$ cat src/rtl/scale_fifo_pkg.sv
// Shared constants for the scale FIFO read path (output buffer geometry, default line length).
package scale_fifo_pkg;

  localparam int unsigned OBUF_DEPTH       = 3;
  localparam int unsigned OBUF_CNT_W       = 2;
  localparam int unsigned LINE_LEN_DEFAULT = 1920;

  typedef logic [OBUF_CNT_W-1:0] obuf_cnt_t;

endpackage

$ cat src/rtl/scale_fifo_obuf.sv
// Three-entry register FIFO with head at entry 0; push and pop may coincide.
module scale_fifo_obuf
  import scale_fifo_pkg::*;
#(
  parameter int unsigned c_DATA_WIDTH = 32
) (
  input  logic                    rd_clk,
  input  logic                    rd_rst,
  input  logic                    clr,
  input  logic                    push,
  input  logic [c_DATA_WIDTH-1:0] push_data,
  input  logic                    pop,
  output logic [c_DATA_WIDTH-1:0] head,
  output obuf_cnt_t               count
);

  logic [c_DATA_WIDTH-1:0] mem_q [OBUF_DEPTH];
  logic [c_DATA_WIDTH-1:0] mem_d [OBUF_DEPTH];
  obuf_cnt_t               count_q;
  obuf_cnt_t               count_d;
  obuf_cnt_t               wr_idx;
  logic                    pop_ok;
  logic                    push_ok;

  always_comb begin
    pop_ok  = pop && (count_q != '0);
    push_ok = push && ((count_q != OBUF_CNT_W'(OBUF_DEPTH)) || pop_ok);
    // Entries shift toward the head on pop, so the write slot follows the post-pop count.
    wr_idx  = count_q - obuf_cnt_t'(pop_ok);
    mem_d   = mem_q;
    if (pop_ok) begin
      for (int unsigned i = 0; i < OBUF_DEPTH - 1; i++) begin
        mem_d[i] = mem_q[i+1];
      end
    end
    if (push_ok) begin
      for (int unsigned i = 0; i < OBUF_DEPTH; i++) begin
        if (wr_idx == OBUF_CNT_W'(i)) begin
          mem_d[i] = push_data;
        end
      end
    end
    count_d = count_q + obuf_cnt_t'(push_ok) - obuf_cnt_t'(pop_ok);
  end

  always_ff @(posedge rd_clk) begin
    if (rd_rst) begin
      count_q <= '0;
      for (int unsigned i = 0; i < OBUF_DEPTH; i++) begin
        mem_q[i] <= '0;
      end
    end else if (clr) begin
      count_q <= '0;
    end else begin
      count_q <= count_d;
      mem_q   <= mem_d;
    end
  end

  assign head  = mem_q[0];
  assign count = count_q;

endmodule

$ cat src/rtl/scale_fifo_fwft_reader.sv
// Drains the scale FIFO's latency-1 read port into a FWFT valid/ready stream with per-line last.
module scale_fifo_fwft_reader
  import scale_fifo_pkg::*;
#(
  parameter int unsigned c_DATA_WIDTH = 32,
  parameter int unsigned c_LINE_LEN   = LINE_LEN_DEFAULT,
  parameter int unsigned c_CNT_WIDTH  = 16
) (
  input  logic                    rd_clk,
  input  logic                    rd_rst,
  input  logic                    flush,
  output logic                    fifo_rd_en,
  input  logic                    fifo_rd_empty,
  input  logic [c_DATA_WIDTH-1:0] fifo_rd_data,
  output logic [c_DATA_WIDTH-1:0] m_data,
  output logic                    m_valid,
  input  logic                    m_ready,
  output logic                    m_last,
  output logic [OBUF_CNT_W-1:0]   buf_count
);

  logic                   inflight_q;
  logic                   discard_q;
  logic [c_CNT_WIDTH-1:0] beat_q;
  logic [c_CNT_WIDTH-1:0] beat_d;
  logic [OBUF_CNT_W:0]    reserved;
  logic                   pop;
  logic                   push;
  obuf_cnt_t              count;

  always_comb begin
    // Each in-flight read holds a slot so the buffer cannot overflow; no m_ready dependency.
    reserved   = {1'b0, count} + {{OBUF_CNT_W{1'b0}}, inflight_q};
    fifo_rd_en = !fifo_rd_empty && !flush && !rd_rst
                 && (reserved < (OBUF_CNT_W + 1)'(OBUF_DEPTH));
    m_valid    = (count != '0);
    m_last     = m_valid && (beat_q == c_CNT_WIDTH'(c_LINE_LEN - 1));
    pop        = m_valid && m_ready;
    push       = inflight_q && !discard_q;
    beat_d     = beat_q;
    if (pop) begin
      beat_d = m_last ? '0 : beat_q + c_CNT_WIDTH'(1);
    end
  end

  always_ff @(posedge rd_clk) begin
    if (rd_rst) begin
      inflight_q <= 1'b0;
      discard_q  <= 1'b0;
      beat_q     <= '0;
    end else begin
      inflight_q <= fifo_rd_en;
      discard_q  <= flush && inflight_q;
      beat_q     <= flush ? '0 : beat_d;
    end
  end

  scale_fifo_obuf #(
    .c_DATA_WIDTH (c_DATA_WIDTH)
  ) u_obuf (
    .rd_clk    (rd_clk),
    .rd_rst    (rd_rst),
    .clr       (flush),
    .push      (push),
    .push_data (fifo_rd_data),
    .pop       (pop),
    .head      (m_data),
    .count     (count)
  );

  assign buf_count = count;

endmodule

$ cat config.mk
export PLATFORM = sky130hd
export DESIGN_NAME = scale_fifo_fwft_reader
export DESIGN_NICKNAME = d
export VERILOG_FILES = /design/src/rtl/scale_fifo_pkg.sv /design/src/rtl/scale_fifo_obuf.sv /design/src/rtl/scale_fifo_fwft_reader.sv
export SDC_FILE = /design/constraint.sdc
export NUM_CORES = 1
export LEC_CHECK = 0
export ABC_AREA = 1
export ABC_CLOCK_PERIOD_IN_PS = 1800
export CELL_PAD_IN_SITES_DETAIL_PLACEMENT = 1
export CELL_PAD_IN_SITES_GLOBAL_PLACEMENT = 2
export CORE_ASPECT_RATIO = 1.25
export CORE_MARGIN = 2
export CORE_UTILIZATION = 28
export CTS_BUF_LIST = sky130_fd_sc_hd__clkbuf_4
export CTS_CLUSTER_SIZE = 24
export DETAILED_ROUTE_END_ITERATION = 16
export GPL_ROUTABILITY_DRIVEN = 1
export HOLD_SLACK_MARGIN = 0.05
export PLACE_DENSITY_LB_ADDON = 0.15
export REMOVE_ABC_BUFFERS = 1
export SLEW_MARGIN = 40
export SYNTH_ARGS = -nofsm -noshare
export SYNTH_HDL_FRONTEND = slang
export SYNTH_HIERARCHICAL = 1
export SYNTH_SLANG_ARGS = --single-unit
$ cat constraint.sdc
create_clock -name rd_clk -period 1.8 [get_ports rd_clk]
set_input_delay 0.45 -clock rd_clk [delete_from_list [all_inputs] [get_ports rd_clk]]
set_output_delay 0.45 -clock rd_clk [all_outputs]
set_load 0.01 [all_outputs]
---- Word level (Yosys, flattened, before mapping) ----
Index checks and enable logic that the tools add are counted.
storage, ports and cells
  flip-flop bits (word level) ............. 116
  input port bits ......................... 37
  word-level logic and storage cells ...... 42
cells by class
  $add $sub $neg .......................... 5
  $lt $le $gt $ge ......................... 1
  equality and inequality tests ........... 4
  multiplexer cells ....................... 6
  bitwise gates (word level) .............. 1
  reduce and logical (&&, ||, !) cells .... 18
operator list
  operator               number
  $mux 32                3
  $mux 96                1
  $mux 64                1
  $add 16x1->16 const B  1
  $eq 16x11->1 const B   1
  $mux 16                1
  $logic_and 1x1->1      9
  $logic_not 1->1        4
  $sub 2x1->2            2
  $add 2x1->3            1
  $lt 3x2->1 const B     1
  $reduce_and 3->1       1
  $add 2x1->2            1
  $eq 2x1->1 const B     1
  $eq 2x2->1 const B     1
  $logic_not 2->1        1
  $ne 2x2->1 const B     1
  $reduce_bool 2->1      1
  $reduce_or 2->1        1
  $logic_or 1x1->1       1
  $not 1->1              1

---- Logic depth before layout (Yosys ltp) ----
  word-level depth ........................ 7
  gate-level depth with buffers ........... 13

---- Cells and area by module ----
Netlist, hierarchy kept.
by module, submodules not included
  module                  instances  cells an instance  area an instance (µm²)
  scale_fifo_obuf         1          902                5417.7
  scale_fifo_fwft_reader  1          151                1039.7

---- Worst setup path after synthesis ----
No wires, ideal clock.
  kind .................................... flip-flop to output port
  from .................................... register u_obuf.count_q[0], in the netlist u_obuf/count[0]
  to ...................................... output port fifo_rd_en
  data arrival time ....................... 1.705 ns
  path slack .............................. -0.355 ns
  cell stages (with the launch flop) ...... 4
  path buffers ............................ 0
  path through ............................ dfxtp_1 ha_1 ha_1 a2111oi_0
between the ends
  longest elaborated chain between the ends .. 3
RTL lines
  element                 line                          source
  from (decl)             scale_fifo_obuf.sv:19         obuf_cnt_t count_q;
  from (signal assigned)  scale_fifo_obuf.sv:55         count_q <= count_d;
  $add 2x1->3             scale_fifo_fwft_reader.sv:33  reserved = {1'b0, count} + {{OBUF_CNT_W{1'b0}}, inflight_q};
  $lt 3x2->1              scale_fifo_fwft_reader.sv:35  && (reserved < (OBUF_CNT_W + 1)'(OBUF_DEPTH));
  $logic_and 1x1->1       scale_fifo_fwft_reader.sv:35
  to (decl)               scale_fifo_fwft_reader.sv:12  output logic fifo_rd_en,
No other way between the ends.

---- Worst setup path in the final report ----
Ends and elaborated chain as after synthesis.

==> qor.log <==
INFO  run_status     run_status=complete, but fails checks
INFO  synthesis      yosys.cell_types.count=31
INFO  floorplan      rows=62
INFO  timing         slew_violations=0
INFO  min_path       worst_hold_path_type=register to register
INFO  synthesis      synthTopCellsByCount=394 x sky130_fd_sc_hd__nand2_1, 160 x sky130_fd_sc_hd__nand3_1, 116 x sky130_fd_sc_hd__dfxtp_1
INFO  worst_setup_path crit_type=register to output port
INFO  power          power_density=535.9mW/mm^2
INFO  cts            h_tree_lvl_count=4
INFO  power          irDropWorstVdd=0.3936mV
INFO  timing         final_hold_viol_count=0
INFO  synthesis      ys_warn_count=6
INFO  cts            clk_latency=0.57ns
INFO  place          dpl.hpwl=14040um
INFO  floorplan      core-area=0.02281sqmm
INFO  global_route   global_route.usage.met3=2.486%
INFO  synthesis      post_synthesis_sequential_area_ratio=35.96%
INFO  worst_setup_path critical_path.max_fanout=2
INFO  timing         final-setup-viol-count=81
INFO  timing         period_minus_ws_final=2.196ns
INFO  final_layout   post_route_cells_drive_above_1_share=32.58%
INFO  floorplan      floorplan_die_area=0.02430sqmm
INFO  synthesis      synth_area=0.006457sqmm
INFO  global_route   busiest_layer=met2
INFO  timing         maxClockFrequency=455.3MHz
INFO  routing        detail_route.iter0.violations=233
INFO  global_route   maximum_number_of_pins_on_one_net_before_global_route_repair=37
INFO  global_route   grt_antenna_before_repair=1
INFO  timing         grt_setup_unrepaired=true
INFO  global_route   grt_remaining_overflow=0
INFO  routing        firstDrtPassIters=4
INFO  cts            cts_made_buffers=17
INFO  cts            clock_tree.root_cell=sky130_fd_sc_hd__clkbuf_4
INFO  timing         worst_slack=-0.3964ns
INFO  global_route   grt_pass1_wl=34660um
INFO  floorplan      io_pins=74
INFO  place          port_buffers=73
INFO  routing        vias_per_cell=4.745
INFO  final_layout   layout.nets=1219
INFO  timing         worst_clock_skew=0.02065ns
INFO  final_layout   flow.area_growth_from_synthesis=53.42%
INFO  cts            maximum_buffer_depth_of_the_clock_tree=2
INFO  final_layout   fill_cells=2834
INFO  timing         final_min_period_over_clock_period=122.0%
INFO  cts            postCtsHoldBufs=0
INFO  timing         setup_total_negative_slack=-3.541ns
INFO  cts            clock_sinks=116
INFO  synthesis      dominantRegCellSynth=sky130_fd_sc_hd__dfxtp_1
INFO  routing        drt-total-wl=24260um
INFO  synthesis      synthDominantAreaCellType=sky130_fd_sc_hd__dfxtp_1
INFO  min_path       hold_path_depth=2
INFO  routing        antenna_violating_nets_post_route=0
INFO  place          place_congestion=0.8311
INFO  global_route   grtUsageTotal=17.70%
INFO  worst_setup_path rr_endpoint=u_obuf/mem_q[29]
INFO  routing        wl_per_cell=16.39um
INFO  final_layout   final-instance-count-excl-fill=1480
INFO  worst_setup_path worst-endpoint-arrival=1.75ns
INFO  worst_setup_path reg2reg_setup_slack=-0.18ns
INFO  synthesis      synth.avg_cell_area=6.132squm
INFO  place          dpl.cell_count=1407
INFO  cts            cts.clk_slew.worst_paths=0.13ns
INFO  routing        drcViolationCount=0
INFO  synthesis      synth_enable_flop_cells=0
INFO  timing         timing_worst_slew_pin_value=0.3534ns
INFO  worst_setup_path rr_worst_depth=13
INFO  global_route   first_global_vias=6897
INFO  synthesis      synth_top_cells_by_area=sky130_fd_sc_hd__dfxtp_1 36%, sky130_fd_sc_hd__nand2_1 23%, sky130_fd_sc_hd__nand3_1 12%
INFO  worst_setup_path critPathLaunch=u_obuf/count[0]
INFO  worst_setup_path reg2reg_from=u_obuf/count[1]
INFO  final_layout   seqCellArea=0.002356sqmm
INFO  worst_setup_path cp-end-kind=output port
INFO  routing        vias=7023
INFO  global_route   grt_use_met1=20.67%
INFO  synthesis      area_fraction_of_the_dominant_cell_type_after_synthesis=35.96%
INFO  cts            tritoncts=built
INFO  synthesis      postSynthRegisterBits=116
INFO  worst_setup_path cp-endpoint=fifo_rd_en
INFO  floorplan      chipWidth=139.8um
INFO  timing         timing.max_slew.rel_slack=75.83%
INFO  worst_setup_path worst_setup_path_start_kind=register
INFO  run_status     violations=setup timing
INFO  synthesis      synth_async_sr_flop_share=0%
INFO  synthesis      yosysMostFrequentCell=sky130_fd_sc_hd__nand2_1
INFO  worst_setup_path crit_required=1.35ns
INFO  flow_run       maxCapViolations=0
INFO  floorplan      floorplan.initialDensity=28.31%
INFO  synthesis      post_synth_inst_count=1053
INFO  floorplan      dieHeight=173.8um
INFO  power          p_leak=0.004946uW
INFO  global_route   use_met2=32.72%
INFO  final_layout   multi_input_area=0.004215sqmm
## metrics by stage
step	cell area [sq um]	setup slack (ns)	utilization [%]	hold slack (ns)	power (uW)
after detailed placement	7918	-0.6972	34.72	0.4598	3250
after floorplan	5963	-1.788	-	0.4264	2922
after global placement	7918	-0.6667	34.72	0.4537	3247
after global routing	9907	-0.4897	43.44	0.4843	5577
final	9907	-0.3964	43.44	0.4672	5309
after CTS	8352	-0.4548	36.62	0.4737	5241
## state kept, by name, summed over array words and instances (netlist names)
signal and count:
inflight_q 1, u_obuf/count 2, u_obuf/mem_q 64, discard_q 1, u_obuf/head 32, beat_q 16
## layer usage
metal	part of all wire (%)	routed length, um
met1	44	10560
met2	53	12750
met3	2.4	589
met4	1.5	358
met5	0	0
## critical path: stages, from the launching register on
cell	delay, ns
sky130_fd_sc_hd__dfxtp_2	0.36
sky130_fd_sc_hd__ha_4	0.16
sky130_fd_sc_hd__ha_4	0.22
sky130_fd_sc_hd__a2111oi_4	0.27
sky130_fd_sc_hd__buf_2	0.18
## placed cells by master (no fill, tap or decap), types with 21 or more instances in the layout
| cell type | Yosys | layout |
|---|---|---|
| sky130_fd_sc_hd__nand2_1 | 394 | 379 |
| sky130_fd_sc_hd__inv_1 | 105 | 101 |
| sky130_fd_sc_hd__dfxtp_1 | 116 | 91 |
| sky130_fd_sc_hd__nand3_2 | 1 | 78 |
| sky130_fd_sc_hd__nand3_1 | 160 | 74 |
| sky130_fd_sc_hd__nor2_1 | 98 | 62 |
| sky130_fd_sc_hd__buf_4 | 32 | 55 |
| sky130_fd_sc_hd__clkdlybuf4s50_1 | 0 | 36 |
| sky130_fd_sc_hd__dlygate4sd2_1 | 0 | 32 |
| sky130_fd_sc_hd__o21ai_2 | 0 | 31 |
| sky130_fd_sc_hd__buf_12 | 0 | 25 |
| sky130_fd_sc_hd__nor2_2 | 7 | 24 |
| sky130_fd_sc_hd__dfxtp_2 | 0 | 24 |
| sky130_fd_sc_hd__nor2_4 | 2 | 21 |
## power by group
part           total, uW  internal (uW)  switching [uW]  leakage [uW]
registers           2620           2600            24.9      0.000949
logic                724            325             399       0.00387
clock network       1960            820            1140      0.000127
total               5310           3740            1570       0.00495
## final cells by class
cell class,instances,area share [%]
Antenna cell,1,0.02526
Clock buffer,18,1.364
Clock inverter,14,1.402
Inverter,114,4.395
Multi-Input combinational cell,737,42.55
Sequential cell,116,23.78
Tap cell,288,3.637
Timing Repair Buffer,192,22.85
## worst min-delay path by stage
stage                           from                to  slack [ns]
global placement     u_obuf/head[17]   u_obuf/head[17]        0.45
finish               u_obuf/head[19]   u_obuf/head[19]        0.47
detailed placement  u_obuf/mem_q[61]  u_obuf/mem_q[61]        0.46
floorplan                 inflight_q         discard_q        0.43
CTS                  u_obuf/head[25]   u_obuf/head[25]        0.47
global route         u_obuf/head[19]   u_obuf/head[19]        0.48
## logic make-up (layout without fill, tap and decap cells)
logic type	Yosys count	count (layout)	share of synthesized area (%)
adder cells (fa/ha/maj)	4	4	0.7751
other	0	1	0
AO/OA/AOI/OAI	44	44	3.798
XOR/XNOR	7	7	0.9494
buffers and inverters	201	338	14.28
flip-flops	116	116	35.96
AND/OR/NAND/NOR	681	682	44.24
## timing repair
| item | CTS | global route |
|---|---|---|
| endpoints found under the setup margin | 37 | 110 |
| setup buffers | 11 | 17 |
| resized for setup | 102 | 259 |
| cloned | 0 | 19 |
| pin swaps | 15 | 98 |
Power figures use the tool's default switching activity.
